===== config.mk =====
export PLATFORM = sky130hd
export DESIGN_NAME = systolic_feed_ctrl
export DESIGN_NICKNAME = d
export VERILOG_FILES = /design/src/rtl/sys_feed_pkg.sv /design/src/rtl/sys_operand_bank.sv /design/src/rtl/systolic_feed_ctrl.sv
export SDC_FILE = /design/constraint.sdc
export NUM_CORES = 1
export LEC_CHECK = 0
export CORE_MARGIN = 10
export CORE_UTILIZATION = 35
export CTS_BUF_LIST = sky130_fd_sc_hd__clkbuf_8
export DETAILED_ROUTE_END_ITERATION = 6
export GPL_ROUTABILITY_DRIVEN = 0
export GPL_TIMING_DRIVEN = 1
export HOLD_SLACK_MARGIN = 0.03
export MAX_ROUTING_LAYER = met4
export PLACE_DENSITY = 0.65
export SLEW_MARGIN = 20
export SYNTH_ARGS = -nofsm -noshare
export SYNTH_HDL_FRONTEND = slang
export SYNTH_SLANG_ARGS = --single-unit

===== constraint.sdc =====
create_clock -name clk -period 4.25 [get_ports clk]
set_input_delay 0.85 -clock clk [delete_from_list [all_inputs] [get_ports clk]]
set_output_delay 0.85 -clock clk [all_outputs]
set_load 0.1 [all_outputs]

===== src/rtl/sys_feed_pkg.sv =====
// Shared types and sizing helpers for the systolic feed controller.
// Holds the FSM encoding, default array geometry and counter widths.
package sys_feed_pkg;

   localparam int N_DEF       = 4;
   localparam int DW_DEF      = 16;
   localparam int TIMEOUT_DEF = 32;

   typedef enum logic [2:0] {
      IDLE  = 3'd0,
      CLEAR = 3'd1,
      FEED  = 3'd2,
      DRAIN = 3'd3,
      DONE  = 3'd4
   } state_e;

   // Number of skewed feed steps for an n x n array.
   function automatic int feed_len(input int n);
      return 2 * n - 1;
   endfunction

   // Bits needed to hold values 0 .. n-1 (never less than 1).
   function automatic int cnt_w(input int n);
      return (n < 2) ? 1 : $clog2(n);
   endfunction

   localparam int FEED_LEN = feed_len(N_DEF);
   localparam int FEED_W   = cnt_w(2 * N_DEF);
   localparam int TO_W     = cnt_w(TIMEOUT_DEF);

endpackage


===== src/rtl/sys_operand_bank.sv =====
// N*N x DW operand register file with a combinational skewed reader.
// Ports: clk; we_i/addr_i/data_i write port (row*N+col);
// t_i feed index; lanes_o N lanes, lane l at [l*DW +: DW].
// COL_MAJOR=0: lane l = M[l][t-l]; COL_MAJOR=1: lane l = M[t-l][l].
module sys_operand_bank
   import sys_feed_pkg::*;
#(
   parameter int N         = N_DEF,
   parameter int DW        = DW_DEF,
   parameter int IW        = cnt_w(2 * N),
   parameter bit COL_MAJOR = 1'b0
) (
   input  logic                   clk,
   input  logic                   we_i,
   input  logic [$clog2(N*N)-1:0] addr_i,
   input  logic [DW-1:0]          data_i,
   input  logic [IW-1:0]          t_i,
   output logic [N*DW-1:0]        lanes_o
);

   localparam int AW = $clog2(N * N);

   logic [DW-1:0] mem_q [N*N];
   logic [DW-1:0] mem_d [N*N];

   always_comb begin
      mem_d = mem_q;
      if (we_i) mem_d[addr_i] = data_i;
   end

   // Operand contents survive reset on purpose.
   always_ff @(posedge clk) begin
      mem_q <= mem_d;
   end

   always_comb begin
      int k;
      logic [AW-1:0] idx;
      k       = 0;
      idx     = '0;
      lanes_o = '0;
      for (int l = 0; l < N; l++) begin
         k = int'(t_i) - l;
         if (k >= 0 && k < N) begin
            if (COL_MAJOR) idx = AW'(k * N + l);
            else           idx = AW'(l * N + k);
            lanes_o[l*DW +: DW] = mem_q[idx];
         end
      end
   end

endmodule


===== src/rtl/systolic_feed_ctrl.sv =====
// Sequencer feeding diagonally skewed A/B streams into an N x N array.
// Ports: clk, rst (sync, active high); wr_en/wr_sel/wr_addr/wr_data
// operand load; start; busy; arr_rst; west_o/north_o streams;
// arr_done from array; done_o pulse; err_timeout sticky.
// Option SYS_FEED_PERF_CNT_EN adds perf_cycles (cycles per run).
module systolic_feed_ctrl
   import sys_feed_pkg::*;
#(
   parameter int N       = N_DEF,
   parameter int DW      = DW_DEF,
   parameter int TIMEOUT = TIMEOUT_DEF
) (
   input  logic                   clk,
   input  logic                   rst,
   input  logic                   wr_en,
   input  logic                   wr_sel,
   input  logic [$clog2(N*N)-1:0] wr_addr,
   input  logic [DW-1:0]          wr_data,
   input  logic                   start,
   output logic                   busy,
   output logic                   arr_rst,
   output logic [N*DW-1:0]        west_o,
   output logic [N*DW-1:0]        north_o,
   input  logic                   arr_done,
   output logic                   done_o,
   output logic                   err_timeout
`ifdef SYS_FEED_PERF_CNT_EN
   ,
   output logic [15:0]            perf_cycles
`endif
);

   localparam int FW = cnt_w(2 * N);
   localparam int TW = cnt_w(TIMEOUT);
   localparam logic [FW-1:0] T_LAST  = FW'(feed_len(N) - 1);
   localparam logic [TW-1:0] TO_LAST = TW'(TIMEOUT - 1);

   state_e          state_q, state_d;
   logic [FW-1:0]   t_q, t_d, rd_t;
   logic [TW-1:0]   dcnt_q, dcnt_d;
   logic [N*DW-1:0] west_q, west_d;
   logic [N*DW-1:0] north_q, north_d;
   logic [N*DW-1:0] a_lanes, b_lanes;
   logic            done_q, done_d;
   logic            err_q, err_d;
   logic            idle, we_a, we_b;

   assign idle = (state_q == IDLE);
   assign we_a = idle && wr_en && !wr_sel;
   assign we_b = idle && wr_en && wr_sel;

   // Streams are registered, so read one step ahead of t_q.
   assign rd_t = (state_q == CLEAR) ? '0 : t_q + FW'(1);

   sys_operand_bank #(
      .N(N), .DW(DW), .IW(FW), .COL_MAJOR(1'b0)
   ) u_bank_a (
      .clk(clk), .we_i(we_a), .addr_i(wr_addr),
      .data_i(wr_data), .t_i(rd_t), .lanes_o(a_lanes)
   );

   sys_operand_bank #(
      .N(N), .DW(DW), .IW(FW), .COL_MAJOR(1'b1)
   ) u_bank_b (
      .clk(clk), .we_i(we_b), .addr_i(wr_addr),
      .data_i(wr_data), .t_i(rd_t), .lanes_o(b_lanes)
   );

   always_comb begin
      state_d = state_q;
      t_d     = t_q;
      dcnt_d  = dcnt_q;
      west_d  = '0;
      north_d = '0;
      done_d  = 1'b0;
      err_d   = err_q;
      unique case (state_q)
         IDLE: begin
            if (start) begin
               state_d = CLEAR;
               err_d   = 1'b0;
            end
         end
         CLEAR: begin
            state_d = FEED;
            t_d     = '0;
            west_d  = a_lanes;
            north_d = b_lanes;
         end
         FEED: begin
            if (t_q == T_LAST) begin
               state_d = DRAIN;
               dcnt_d  = '0;
            end else begin
               t_d     = t_q + FW'(1);
               west_d  = a_lanes;
               north_d = b_lanes;
            end
         end
         DRAIN: begin
            // arr_done wins over a coincident timeout.
            if (arr_done) begin
               state_d = DONE;
            end else if (dcnt_q == TO_LAST) begin
               state_d = DONE;
               err_d   = 1'b1;
            end else begin
               dcnt_d = dcnt_q + TW'(1);
            end
         end
         DONE: begin
            state_d = IDLE;
            done_d  = 1'b1;
         end
         default: state_d = IDLE;
      endcase
   end

   always_ff @(posedge clk) begin
      if (rst) begin
         state_q <= IDLE;
         t_q     <= '0;
         dcnt_q  <= '0;
         west_q  <= '0;
         north_q <= '0;
         done_q  <= 1'b0;
         err_q   <= 1'b0;
      end else begin
         state_q <= state_d;
         t_q     <= t_d;
         dcnt_q  <= dcnt_d;
         west_q  <= west_d;
         north_q <= north_d;
         done_q  <= done_d;
         err_q   <= err_d;
      end
   end

   assign busy        = !idle;
   assign arr_rst     = (state_q == CLEAR);
   assign west_o      = west_q;
   assign north_o     = north_q;
   assign done_o      = done_q;
   assign err_timeout = err_q;

`ifdef SYS_FEED_PERF_CNT_EN
   logic [15:0] run_q, run_d;
   logic [15:0] perf_q, perf_d;

   // run_q counts CLEAR..DONE; DONE latches the total.
   always_comb begin
      run_d  = run_q;
      perf_d = perf_q;
      if (idle) begin
         if (start) begin
            run_d  = 16'd1;
            perf_d = '0;
         end
      end else begin
         if (run_q != 16'hFFFF) run_d = run_q + 16'd1;
         if (state_q == DONE) perf_d = run_q;
      end
   end

   always_ff @(posedge clk) begin
      if (rst) begin
         run_q  <= '0;
         perf_q <= '0;
      end else begin
         run_q  <= run_d;
         perf_q <= perf_d;
      end
   end

   assign perf_cycles = perf_q;
`endif

endmodule

# --- Word-level counts from Yosys, hierarchy flattened ---
# Cells that the tools add are included.
# Widths: inputs -> output; s select.
word_totals:
  in_bits: 26
  reg_bits: 653
classes:
  n_reduce_logical: 18
  n_lt_le_gt_ge: 18
  n_addsub: 11
  eq_ne: 13
  bitwise_logic: 9
  muxes: 65
op_table:
  columns: ["op", "n"]
  rows:
  - ["$bmux 16 s4", 8]
  - ["$bwmux 256", 2]
  - ["$mux 16", 25]
  - ["$pmux 64 s2", 2]
  - ["$mux 64", 2]
  - ["$demux 16 s4", 1]
  - ["$ge 5x5->1 const B", 9]
  - ["$not 4->5", 9]
  - ["$mux 4", 8]
  - ["$mux 3", 6]
  - ["$mux 5", 3]
  - ["$ge 4x1->1 const B", 3]
  - ["$lt 4x4->1 const B", 3]
  - ["$ne 2x2->1 const B", 6]
  - ["$pmux 3 s4", 1]
  - ["$pmux 5 s2", 1]
  - ["$add 4x3->4 const B", 2]
  - ["$add 4x4->4 const A", 2]
  - ["$logic_and 1x1->1", 8]
  - ["$reduce_and 4->1", 2]
  - ["$sub 3x2->4 const B", 2]
  - ["$eq 3x2->1 const B", 2]
  - ["$eq 3x3->1 const B", 2]
  - ["$pmux 3 s2", 1]
  - ["other kinds (18)", 24]

# --- Depth between registers and ports, before layout ---
# Gate-level depths: netlist of run 1.
depth:
  word_depth: 13
  depth_mapped: 18
  ltp_nobuf: 11

# --- Hierarchy ---
# Synthesis of run 1 repeated with hierarchy kept, for this count alone.
unflattened:
  cells_unflattened: 1470
  hier_area_um2: 27612.7
modules_own_cells:
  columns: ["mod", "cells_per_inst", "area_per_inst_um2", "n_inst"]
  rows:
  - ["sys_operand_bank (u_bank_a)", 675, 13459.2, 1]
  - ["sys_operand_bank (u_bank_b)", 440, 9935.8, 1]
  - ["systolic_feed_ctrl", 355, 4217.8, 1]

# --- Worst setup path before layout of run 1 ---
# Ideal clock, no wire load.
synth_path:
  path_kind: "register to register"
  start: "register t_q[0]"
  end: "register west_q[20], in the netlist west_o[20]"
  setup_ns: 0.103
  synth_period_minus_slack_ns: 4.227
  t_arrival_ns: 4.123
  required_ns: 4.147
  path_stages_with_launch: 19
  slack_ns: 0.023
  path_cell_list: "dfxtp_1 buf_2 clkinv_1 ha_1 nor2_4 clkinv_4 buf_8 buf_2 buf_1 ha_1 xnor2_4 inv_2 buf_2 ha_1 clkbuf_1 nand2b_1 buf_2 a21oi_1 a2111oi_2"
synth_between:
  elab_chain_cells: 12
synth_lines:
  columns: ["element", "line", "rtl"]
  rows:
  - ["start: declaration", "systolic_feed_ctrl.sv:39", "logic [FW-1:0] t_q, t_d, rd_t;"]
  - ["start signal: assignment", "systolic_feed_ctrl.sv:130", "t_q <= t_d;"]
  - ["$add 3x1->3", "systolic_feed_ctrl.sv:53", "assign rd_t = (state_q == CLEAR) ? '0 : t_q + FW'(1);"]
  - ["$mux 3", "systolic_feed_ctrl.sv:53", null]
  - ["$sub 3x1->4", "sys_operand_bank.sv:43", "k = int'(t_i) - l;"]
  - ["$add 4x4->4", null, null]
  - ["$mux 4", "sys_operand_bank.sv:44", "if (k >= 0 && k < N) begin"]
  - ["$not 4->5 (not written as such)", "sys_operand_bank.sv:47", "lanes_o[l*DW +: DW] = mem_q[idx];"]
  - ["$bmux 16 s4", "sys_operand_bank.sv:47", null]
  - ["$mux 16 (not written as such) (2 in series)", "sys_operand_bank.sv:47", null]
  - ["$mux 16", "sys_operand_bank.sv:44", null]
  - ["$mux 64", "systolic_feed_ctrl.sv:91", "if (t_q == T_LAST) begin"]
  - ["$pmux 64 s2 (*)", "systolic_feed_ctrl.sv:77", "unique case (state_q)"]
  - ["end signal: assignment", "systolic_feed_ctrl.sv:132", "west_q <= west_d;"]
  - ["end: declaration", "systolic_feed_ctrl.sv:41", "logic [N*DW-1:0] west_q, west_d;"]
# Every way passes the cells marked *; elsewhere a longest branch is shown, timed or not. The select of a mux whose other input is x is not followed.
# A chain may end at the register's enable or synchronous reset.

# --- Worst setup path in the final report of run 1 ---
layout_path:
  start: "register state_q[1]"
  end: "output port arr_rst"
layout_between:
  elab_chain_cells: 1
layout_lines:
  columns: ["element", "line", "rtl"]
  rows:
  - ["start: declaration", "systolic_feed_ctrl.sv:38", "state_e state_q, state_d;"]
  - ["start signal: assignment", "systolic_feed_ctrl.sv:129", "state_q <= state_d;"]
  - ["$eq 3x1->1", "systolic_feed_ctrl.sv:140", "assign arr_rst = (state_q == CLEAR);"]
  - ["end: declaration", "systolic_feed_ctrl.sv:21", "output logic arr_rst,"]
# No other way between the ends.

==> results of run 1 <==
worst register-to-register path: stages, from the launching register on:
cell and delay [ns]:
dfxtp_1 0.44, or3b_2 0.65, inv_8 0.24, nor2_4 0.08, clkinv_4 0.05, buf_4 0.51, ha_1 0.26, a21o_1 0.11
ha_1 0.20, nand2b_1 0.34, buf_4 0.23, a21oi_1 0.07, a2111oi_2 0.36
cell usage in the layout (no fill, tap or decap), drive strengths merged, types with 51 or more instances in the layout:
cell type | netlist | layout
clkbuf | 81 | 119
nor2 | 193 | 193
o21ai | 63 | 63
o22ai | 67 | 67
edfxtp | 512 | 512
mux2i | 58 | 58
clkdlybuf4s50 | 0 | 153
nand3 | 82 | 82
buf | 65 | 95
a21oi | 107 | 107
dfxtp | 141 | 141
nor3 | 51 | 51
nand2 | 273 | 273
a221oi | 51 | 51
metal layers:
metal / track usage, % / wire (um) / up-vias / share of wire, %
met1: 23.4 / 31700 / 9355 / 39
met5: - / 0 / - / 0
met4: 8.25 / 3460 / 0 / 4.3
li1: - / - / 8128 / -
met3: 4.31 / 8290 / 208 / 10
met2: 28.5 / 37800 / 1179 / 47
layout make-up:
type / instances / area (um2)
clock inverters: 72 / 417
flip-flops and latches: 653 / 18200
clock buffers: 119 / 1640
diodes: 2 / 5.00
fillers: 6824 / 43300
multi-input cells: 1215 / 7650
inverters: 11 / 56.3
well taps: 969 / 1210
repair buffers: 248 / 2340
power breakdown:
part           internal [W]  switching, W
Clock               0.00275       0.00250
Sequential          0.00695     0.0000509
Combinational      0.000615       0.00143
Total                0.0103       0.00398
path summary, 6_finish.rpt:
path,from,to,depth (start not counted)
setup / recovery,state_q[1],arr_rst,4
hold / removal,dcnt_q[4],dcnt_q[4],2
setup reg to reg,state_q[1],west_o[24],12
hold reg to reg,dcnt_q[4],dcnt_q[4],2
registers in the layout (all words and copies together) (netlist names):
| register | count |
|---|---|
| err_timeout | 1 |
| west_o | 64 |
| state_q | 3 |
| done_o | 1 |
| t_q | 3 |
| north_o | 64 |
| dcnt_q | 5 |
| u_bank_a.mem_q | 256 |
| u_bank_b.mem_q | 256 |
stage by stage:
step | area [um2] | setup slack (ns)
6_report | 31500 | 0.490
5_1_grt | 31500 | 0.412
4_1_cts | 31500 | 0.492
3_5_place_dp | 29500 | 0.679
3_3_place_gp | 29500 | 0.802
2_1_floorplan | 26500 | 0.0235
cells by family after synthesis:
group | share of synthesized area [%]
simple gates | 10.9
flops | 68.6
compound gates | 10.8
buf+inv | 2.71
mux | 6.48
fa+ha+maj | 0.377
xor+xnor | 0.170
==> impl_metrics.yaml, run 1 <==
run:
  cap_violations: 0
power:
  powerDensity_nw_per_um2: 454
  p_leak_nw: 10.7
  power_w: 0.0143
  ir_drop_uv: 301
timing:
  timing.final.crit_share_pct: 88.5
  layout_min_cycle_time_ns: 3.76
  slew_violations: 0
  clock_skew_ns: 0.0304
  hold_viol_final: 0
  rsz0062_at_grt: "no"
  relSlewSlack_pct: 25.4
  fmaxAchievable_mhz: 266
  finalSetupViolCount: 0
  max_slew.worst_pin.slew_ns: 1.12
  setup_tns_ns: 0
  hold_ws_ns: 0.474
cells_and_area:
  fin_util_pct: 42.1
  final_layout_size_suffix_gt1_share_pct: 14.2
  area_delta_synth_final_pct: 18.8
  stdcell_count: 3289
  fin_nets: 2265
drt:
  drt_wl_total_mm: 81.3
  route.detailed.drc: 0
  num_vias: 18900
  viasPerCell: 5.74
  ant_nets: 0
  first_iter_violations: 2351
  wl_per_cell_um: 24.7
  first_pass_iters: 6
global_routing:
  overflow: 0
  antenna_found_initial: 1
  grt_max_degree: 161
  grt_pass1_vias: 18700
  grt_pass1_wl_mm: 119
  grt.total_usage_pct: 18.6
cts:
  cts.htree.levels: 3
  insertion_delay_ns: 0.72
  cts_buffers: 102
  cts_root_buf: "clkbuf_8"
  path_clk_slew_ns: 0.06
  ctsHoldBuffers: 0
  clock_path_buffers: 3
  cts_resized: 0
  clock-sinks: 653
  postCtsSetupBuffers: 0
  cts_tree: "yes"
setup_path:
  cpPeakStageDelay_ns: 0.65
  path_cells: "or3b_2 -> inv_8 -> buf_4 -> buf_4"
  cp_slowest_cell: "or3b_2"
  worstSetupStartpointType: "flop"
  worstPathArrival_ns: 2.91
  worstPathMaxFanout: 37
  crit_family: "buffers and inverters"
  end_kind: "output port"
  r2r_setup_slack_ns: 0.60
  cp_num_buf_inv: 3
  required_ns: 3.40
  crit_type: "flop to output port"
  crit_top_cell: "buf_4"
placed_design:
  dp.cells: 3096
  portBuffers: 157
  dpl.hpwl_mm: 49.4
synthesis:
  synth_area_leaders: "edfxtp_1 58%, dfxtp_1 11%, nand2_1 3.8%"
  syn-cell-area_um2: 26500
  synthDistinctLibCells: 61
  seq_area_frac_synth_pct: 68.6
  ys_top_cells_by_count: "512 x edfxtp_1, 272 x nand2_1, 191 x nor2_1, 141 x dfxtp_1, 106 x a21oi_1"
  syn-mean-instance-area_um2: 13.1
  post-synth-top-count-cell: "edfxtp_1"
  synth_nets: 2059
  yosys_warnings: 0
  ys_ff_latch: 653
  synth-edff-count: 512
  synth_top_area_share_pct: 58.0
  synthCells: 2025
  yosysTopAreaCell: "edfxtp_1"
  synthArstFlopShare_pct: 0
  ys.flop_type: "edfxtp_1"
die:
  start_util_pct: 35.5
  die_x_um: 295
  die_h_um: 295
  top_level_ports: 158
  num_rows: 100
  die-area_um2: 87200
  fp.coreArea_um2: 74800
min_path:
  min_path_type: "flop to flop"
run_status:
  status: "complete, no violations"
(Power assumes the default switching activity.)
==> run 2, diff against run 1 <==
- PLACE_DENSITY: 0.65 -> 0.64
- SLEW_MARGIN: 20 -> 0
- SYNTH_HIERARCHICAL: default -> 1
==> impl_metrics.yaml, run 2 <==
run_status:
  status: "complete, no violations"
setup_path:
  crit_type: "flop to output port"
  cp_num_buf_inv: 3
  cp_slowest_cell: "clkdlybuf4s50_1"
  r2r_setup_slack_ns: 0.74
  crit_family: "buffers and inverters"
  worstPathArrival_ns: 2.70
  cp_num_cells: 4
  worstSetupStartpointType: "flop"
  cpPeakStageDelay_ns: 1.14
  r2r-end: "west_o[63]"
  cp-startpoint: "state_q[1]"
  critPathCapture: "busy"
  end_kind: "output port"
  r2r_start: "state_q[1]"
  reg2reg_depth: 10
  worstPathMaxFanout: 11
  path_cells: "nor3_1 -> buf_4 -> inv_1 -> clkdlybuf4s50_1"
  required_ns: 3.40
synthesis:
  synth_top_area_share_pct: 55.7
  yosysTopAreaCell: "edfxtp_1"
  synthArstFlopShare_pct: 0
  ys_top_cells_by_count: "512 x edfxtp_1, 240 x mux4_2, 178 x and2_1, 141 x dfxtp_1, 80 x mux2i_1"
  ys_ff_latch: 653
  synth-edff-count: 512
  syn-cell-area_um2: 27600
  synthDistinctLibCells: 44
  seq_area_frac_synth_pct: 65.9
  ys.flop_type: "edfxtp_1"
  synth_nets: 1512
  synthCells: 1470
  syn-mean-instance-area_um2: 18.8
  yosys_warnings: 6
  post-synth-top-count-cell: "edfxtp_1"
  synth_area_leaders: "edfxtp_1 56%, mux4_2 20%, dfxtp_1 10%"
die:
  num_rows: 102
  fp.coreArea_um2: 77800
  top_level_ports: 158
  die_h_um: 301
  die_x_um: 301
  die-area_um2: 90500
  start_util_pct: 35.5
global_routing:
  grt_pass1_vias: 15900
  grt_pass1_wl_mm: 103
  grt_max_degree: 106
  grt.total_usage_pct: 15.7
  overflow: 0
  antenna_found_initial: 2
cts:
  clock_path_buffers: 3
  cts_resized: 0
  clock-sinks: 653
  path_clk_slew_ns: 0.06
  cts_tree: "yes"
  ctsHoldBuffers: 0
  cts.htree.levels: 3
  cts_buffers: 107
  postCtsSetupBuffers: 0
  cts_root_buf: "clkbuf_8"
  insertion_delay_ns: 0.72
power:
  powerDensity_nw_per_um2: 510
  swShare_pct: 29.1
  power_frac_clock_pct: 34.8
  ir_drop_uv: 314
  p_int_w: 0.0119
  combPwrFrac_pct: 23.2
  power_w: 0.0168
  p_leak_nw: 11.1
  p_seq_share_pct: 42.0
  power_switching_w: 0.00488
drt:
  ant_nets: 0
  first_pass_iters: 7
  viasPerCell: 5.26
  drt_wl_total_mm: 69.7
  first_iter_violations: 1523
  wl_per_cell_um: 24.4
  num_vias: 15000
  route.detailed.drc: 0
cells_and_area:
  fillers: 6920
  layout.cells.most_common: "edfxtp_1"
  area_delta_synth_final_pct: 19.2
  stdcell_count: 2854
  top_regs: "u_bank_a/mem_q: 256 flops, u_bank_b/mem_q: 256 flops"
  mostFrequentLayoutCells: "512 x edfxtp_1, 240 x mux4_2, 178 x and2_1, 156 x clkdlybuf4s50_1, 141 x dfxtp_1"
  fin_nets: 1759
  fin_util_pct: 42.3
  final_layout_size_suffix_gt1_share_pct: 27.3
timing:
  clock_skew_ns: 0.0407
  max_slew.worst_pin.slew_ns: 1.16
  layout_min_cycle_time_ns: 3.55
  hold_viol_final: 0
  fmaxAchievable_mhz: 282
  timing.final.crit_share_pct: 83.5
  setup_tns_ns: 0
  slew_violations: 0
  relSlewSlack_pct: 22.7
  finalSetupViolCount: 0
  rsz0062_at_grt: "no"
run:
  cap_violations: 0
placed_design:
  dpl.hpwl_mm: 43.3
  dp.cells: 2648
  portBuffers: 157
min_path:
  hold_depth: 2
  min_path_type: "flop to flop"
## run 2: changes by cell type after synthesis, sizes merged, moves of 35 or more
cell and change:
and2 +162, nor2 -158, a21oi -104, clkbuf -65, nand3 -78, o22ai -35
a211oi -48, o21ai -59, nor3 -40, mux4 +196, nand2 -255, a221oi -51
## run 2: area by class of cell
class	count	area (um2)	share of cell area (%)
sequential	653	18200	55.3
multi-input combinational	713	8810	26.8
timing repair buffer	232	2210	6.70
clock buffer	127	1750	5.31
tap	1040	1300	3.95
clock inverter	75	604	1.84
inverter	10	41.3	0.125
antenna	4	10.0	0.0304
## run 2: worst min path at each step
stage,startpoint,end,slack [ns]
2_1_floorplan,dcnt_q[3],dcnt_q[3],0.46
3_3_place_gp,dcnt_q[4],dcnt_q[4],0.48
3_5_place_dp,dcnt_q[3],dcnt_q[3],0.49
4_1_cts,dcnt_q[4],dcnt_q[4],0.51
5_1_grt,dcnt_q[3],dcnt_q[3],0.56
6_report,dcnt_q[4],dcnt_q[4],0.51
## run 2: cell families after synthesis
kind of cell	share of synthesized area, %
xor+xnor	0.181
mux	22.6
buf+inv	2.55
fa+ha+maj	0.725
simple gates	6.52
compound gates	1.56
flops	65.9
## run 2: stage by stage
step           area, um2  hold slack [ns]  setup slack (ns)
6_report           32900            0.510             0.701
3_3_place_gp       30600            0.476             0.880
4_1_cts            32900            0.508             0.676
5_1_grt            32900            0.556             0.506
3_5_place_dp       30600            0.486             0.831
2_1_floorplan      27600            0.463          0.000320
## run 2: per-layer routing
| metal | track usage [%] | share of wire [%] | vias to the layer above |
|---|---|---|---|
| li1 | - | - | 6407 |
| met1 | 20.5 | 42 | 7895 |
| met2 | 24.5 | 48 | 626 |
| met3 | 3.82 | 8.0 | 97 |
| met4 | 3.64 | 1.7 | 0 |
| met5 | - | 0 | - |
## run 2: worst register-to-register path, stage by stage, from the launching register on
cell and delay (ns):
dfxtp_1 0.51, or3b_1 0.32, clkinvlp_4 0.21, nor2_4 0.19
inv_1 0.13, ha_4 0.46, buf_12 0.26, mux4_2 0.56
mux2i_1 0.43, o22ai_1 0.16, and2_1 0.16
## run 2: power by group through the flow
stage                     clock, W  combinational [W]  sequential, W
after floorplan                  0            0.00246        0.00768
after global placement           0            0.00390        0.00718
after detailed placement         0            0.00391        0.00718
after CTS                  0.00599            0.00393        0.00705
after global routing       0.00628            0.00413        0.00706
final                      0.00584            0.00389        0.00705
==> run 3, diff against run 2 <==
- clock period: 4.25 -> 3.1 ns (I/O delays scaled with it)
==> impl_metrics.yaml, run 3 (synthesis results as in run 2) <==
run_status:
  status: "complete, no violations"
power:
  p_int_w: 0.0163
  swShare_pct: 29.0
  p_leak_nw: 11.5
  powerDensity_nw_per_um2: 699
  combPwrFrac_pct: 23.5
  power_frac_clock_pct: 34.5
  ir_drop_uv: 421
  power_switching_w: 0.00666
  p_seq_share_pct: 42.0
drt:
  first_iter_violations: 1206
  route.detailed.drc: 0
  first_pass_iters: 5
  drt_wl_total_mm: 68.8
  viasPerCell: 5.18
  num_vias: 14900
  ant_nets: 0
  wl_per_cell_um: 23.9
timing:
  clock_skew_ns: 0.0330
  timing.final.crit_share_pct: 95.2
  finalSetupViolCount: 0
  fmaxAchievable_mhz: 339
  max_slew.worst_pin.slew_ns: 0.674
  rsz0062_at_grt: "no"
  setup_tns_ns: 0
  layout_min_cycle_time_ns: 2.95
  fin_ws_ns: 0.148
  relSlewSlack_pct: 54.9
  slew_violations: 0
  hold_viol_final: 0
placed_design:
  dp.cells: 2669
  dpl.hpwl_mm: 44.1
  post-place-ws_ns: 0.0850
  portBuffers: 157
setup_path:
  worstPathMaxFanout: 56
  end_kind: "flop"
  path_cells: "inv_1 -> ha_1 -> nor2_4 -> inv_1 -> ha_4 -> buf_16 -> mux4_2 -> mux2i_1 -> o22ai_1 -> and2_1"
  worstSetupStartpointType: "flop"
  cpPeakStageDelay_ns: 0.57
  cp_num_buf_inv: 3
  crit_top_cell: "inv_1"
  cp_slowest_cell: "mux4_2"
  crit_type: "flop to flop"
  crit_family: "multiplexers"
  required_ns: 3.72
  worstPathArrival_ns: 3.57
cts:
  cts.htree.levels: 3
  path_clk_slew_ns: 0.07
  cts_buffers: 107
  ctsHoldBuffers: 0
  cts_tree: "yes"
  insertion_delay_ns: 0.73
  clock-sinks: 653
  clock_path_buffers: 3
  cts_root_buf: "clkbuf_8"
cells_and_area:
  area_delta_synth_final_pct: 19.1
  mostFrequentLayoutCells: "512 x edfxtp_1, 240 x mux4_2, 213 x buf_4, 178 x and2_1, 140 x dfxtp_1"
  stdcell_count: 2876
  multi_input_area_um2: 8840
  top_regs: "u_bank_a/mem_q: 256 flops, u_bank_b/mem_q: 256 flops"
  layout.cells.most_common: "edfxtp_1"
  regArea_um2: 18200
  final_layout_size_suffix_gt1_share_pct: 35.9
  fin_nets: 1781
  fillers: 6908
die:
  start_util_pct: 35.5
  die-area_um2: 90500
  num_rows: 102
  die_x_um: 301
  die_h_um: 301
  fp.coreArea_um2: 77800
  top_level_ports: 158
global_routing:
  grt.total_usage_pct: 15.4
  grt_pass1_wl_mm: 102
  overflow: 0
  grt_max_degree: 99
  antenna_found_initial: 0
  grt_pass1_vias: 15800
min_path:
  min_path_type: "flop to flop"
run:
  cap_violations: 0
run 3: timing repair:
action,CTS,global route
setup buffers,0,1
gates resized for setup,0,2
setup endpoints to repair,0,6
run 3: final timing paths:
check	from	end	slack, ns	cells after the start
worst max-delay path	t_q[0]	west_o[52]	0.15	10
worst min register to register	dcnt_q[4]	dcnt_q[4]	0.50	2
worst max register to register	t_q[0]	west_o[52]	0.15	10
worst min-delay path	dcnt_q[4]	dcnt_q[4]	0.50	2
run 3: stage by stage:
stage | hold slack (ns) | util (%) | cell area [um2] | power, W
3_3_place_gp | 0.476 | 39.2 | 30500 | 0.0152
2_1_floorplan | 0.463 | - | 27900 | 0.0142
3_5_place_dp | 0.487 | 39.2 | 30500 | 0.0153
6_report | 0.501 | 42.3 | 32900 | 0.0230
5_1_grt | 0.548 | 42.3 | 32900 | 0.0239
4_1_cts | 0.503 | 42.2 | 32900 | 0.0233
run 3: area by class of cell:
type | count | share of cell area, %
antenna | 2 | 0.0152
clock buffer | 123 | 5.15
sequential | 653 | 55.3
clock inverter | 81 | 1.94
tap | 1040 | 3.96
multi-input combinational | 713 | 26.9
inverter | 10 | 0.133
timing repair buffer | 254 | 6.62
run 3: tightest hold or removal path, stage by stage (launching register included):
cell and delay, ns:
dfxtp_1 0.31, nand3b_1 0.08, o21ai_0 0.07
run 3: power by group through the flow:
stage               sequential, W  combinational [W]  clock (W)
finish                    0.00967            0.00540    0.00793
global route              0.00967            0.00572    0.00856
CTS                       0.00966            0.00545    0.00815
detailed placement        0.00985            0.00545          0
global placement          0.00985            0.00539          0
floorplan                  0.0105            0.00365          0
run 3: routing by layer:
metal	wire length (um)	global-route usage (%)
met1	28300	19.5
met2	33800	24.5
met3	5090	3.68
met4	1660	4.56
met5	0	-
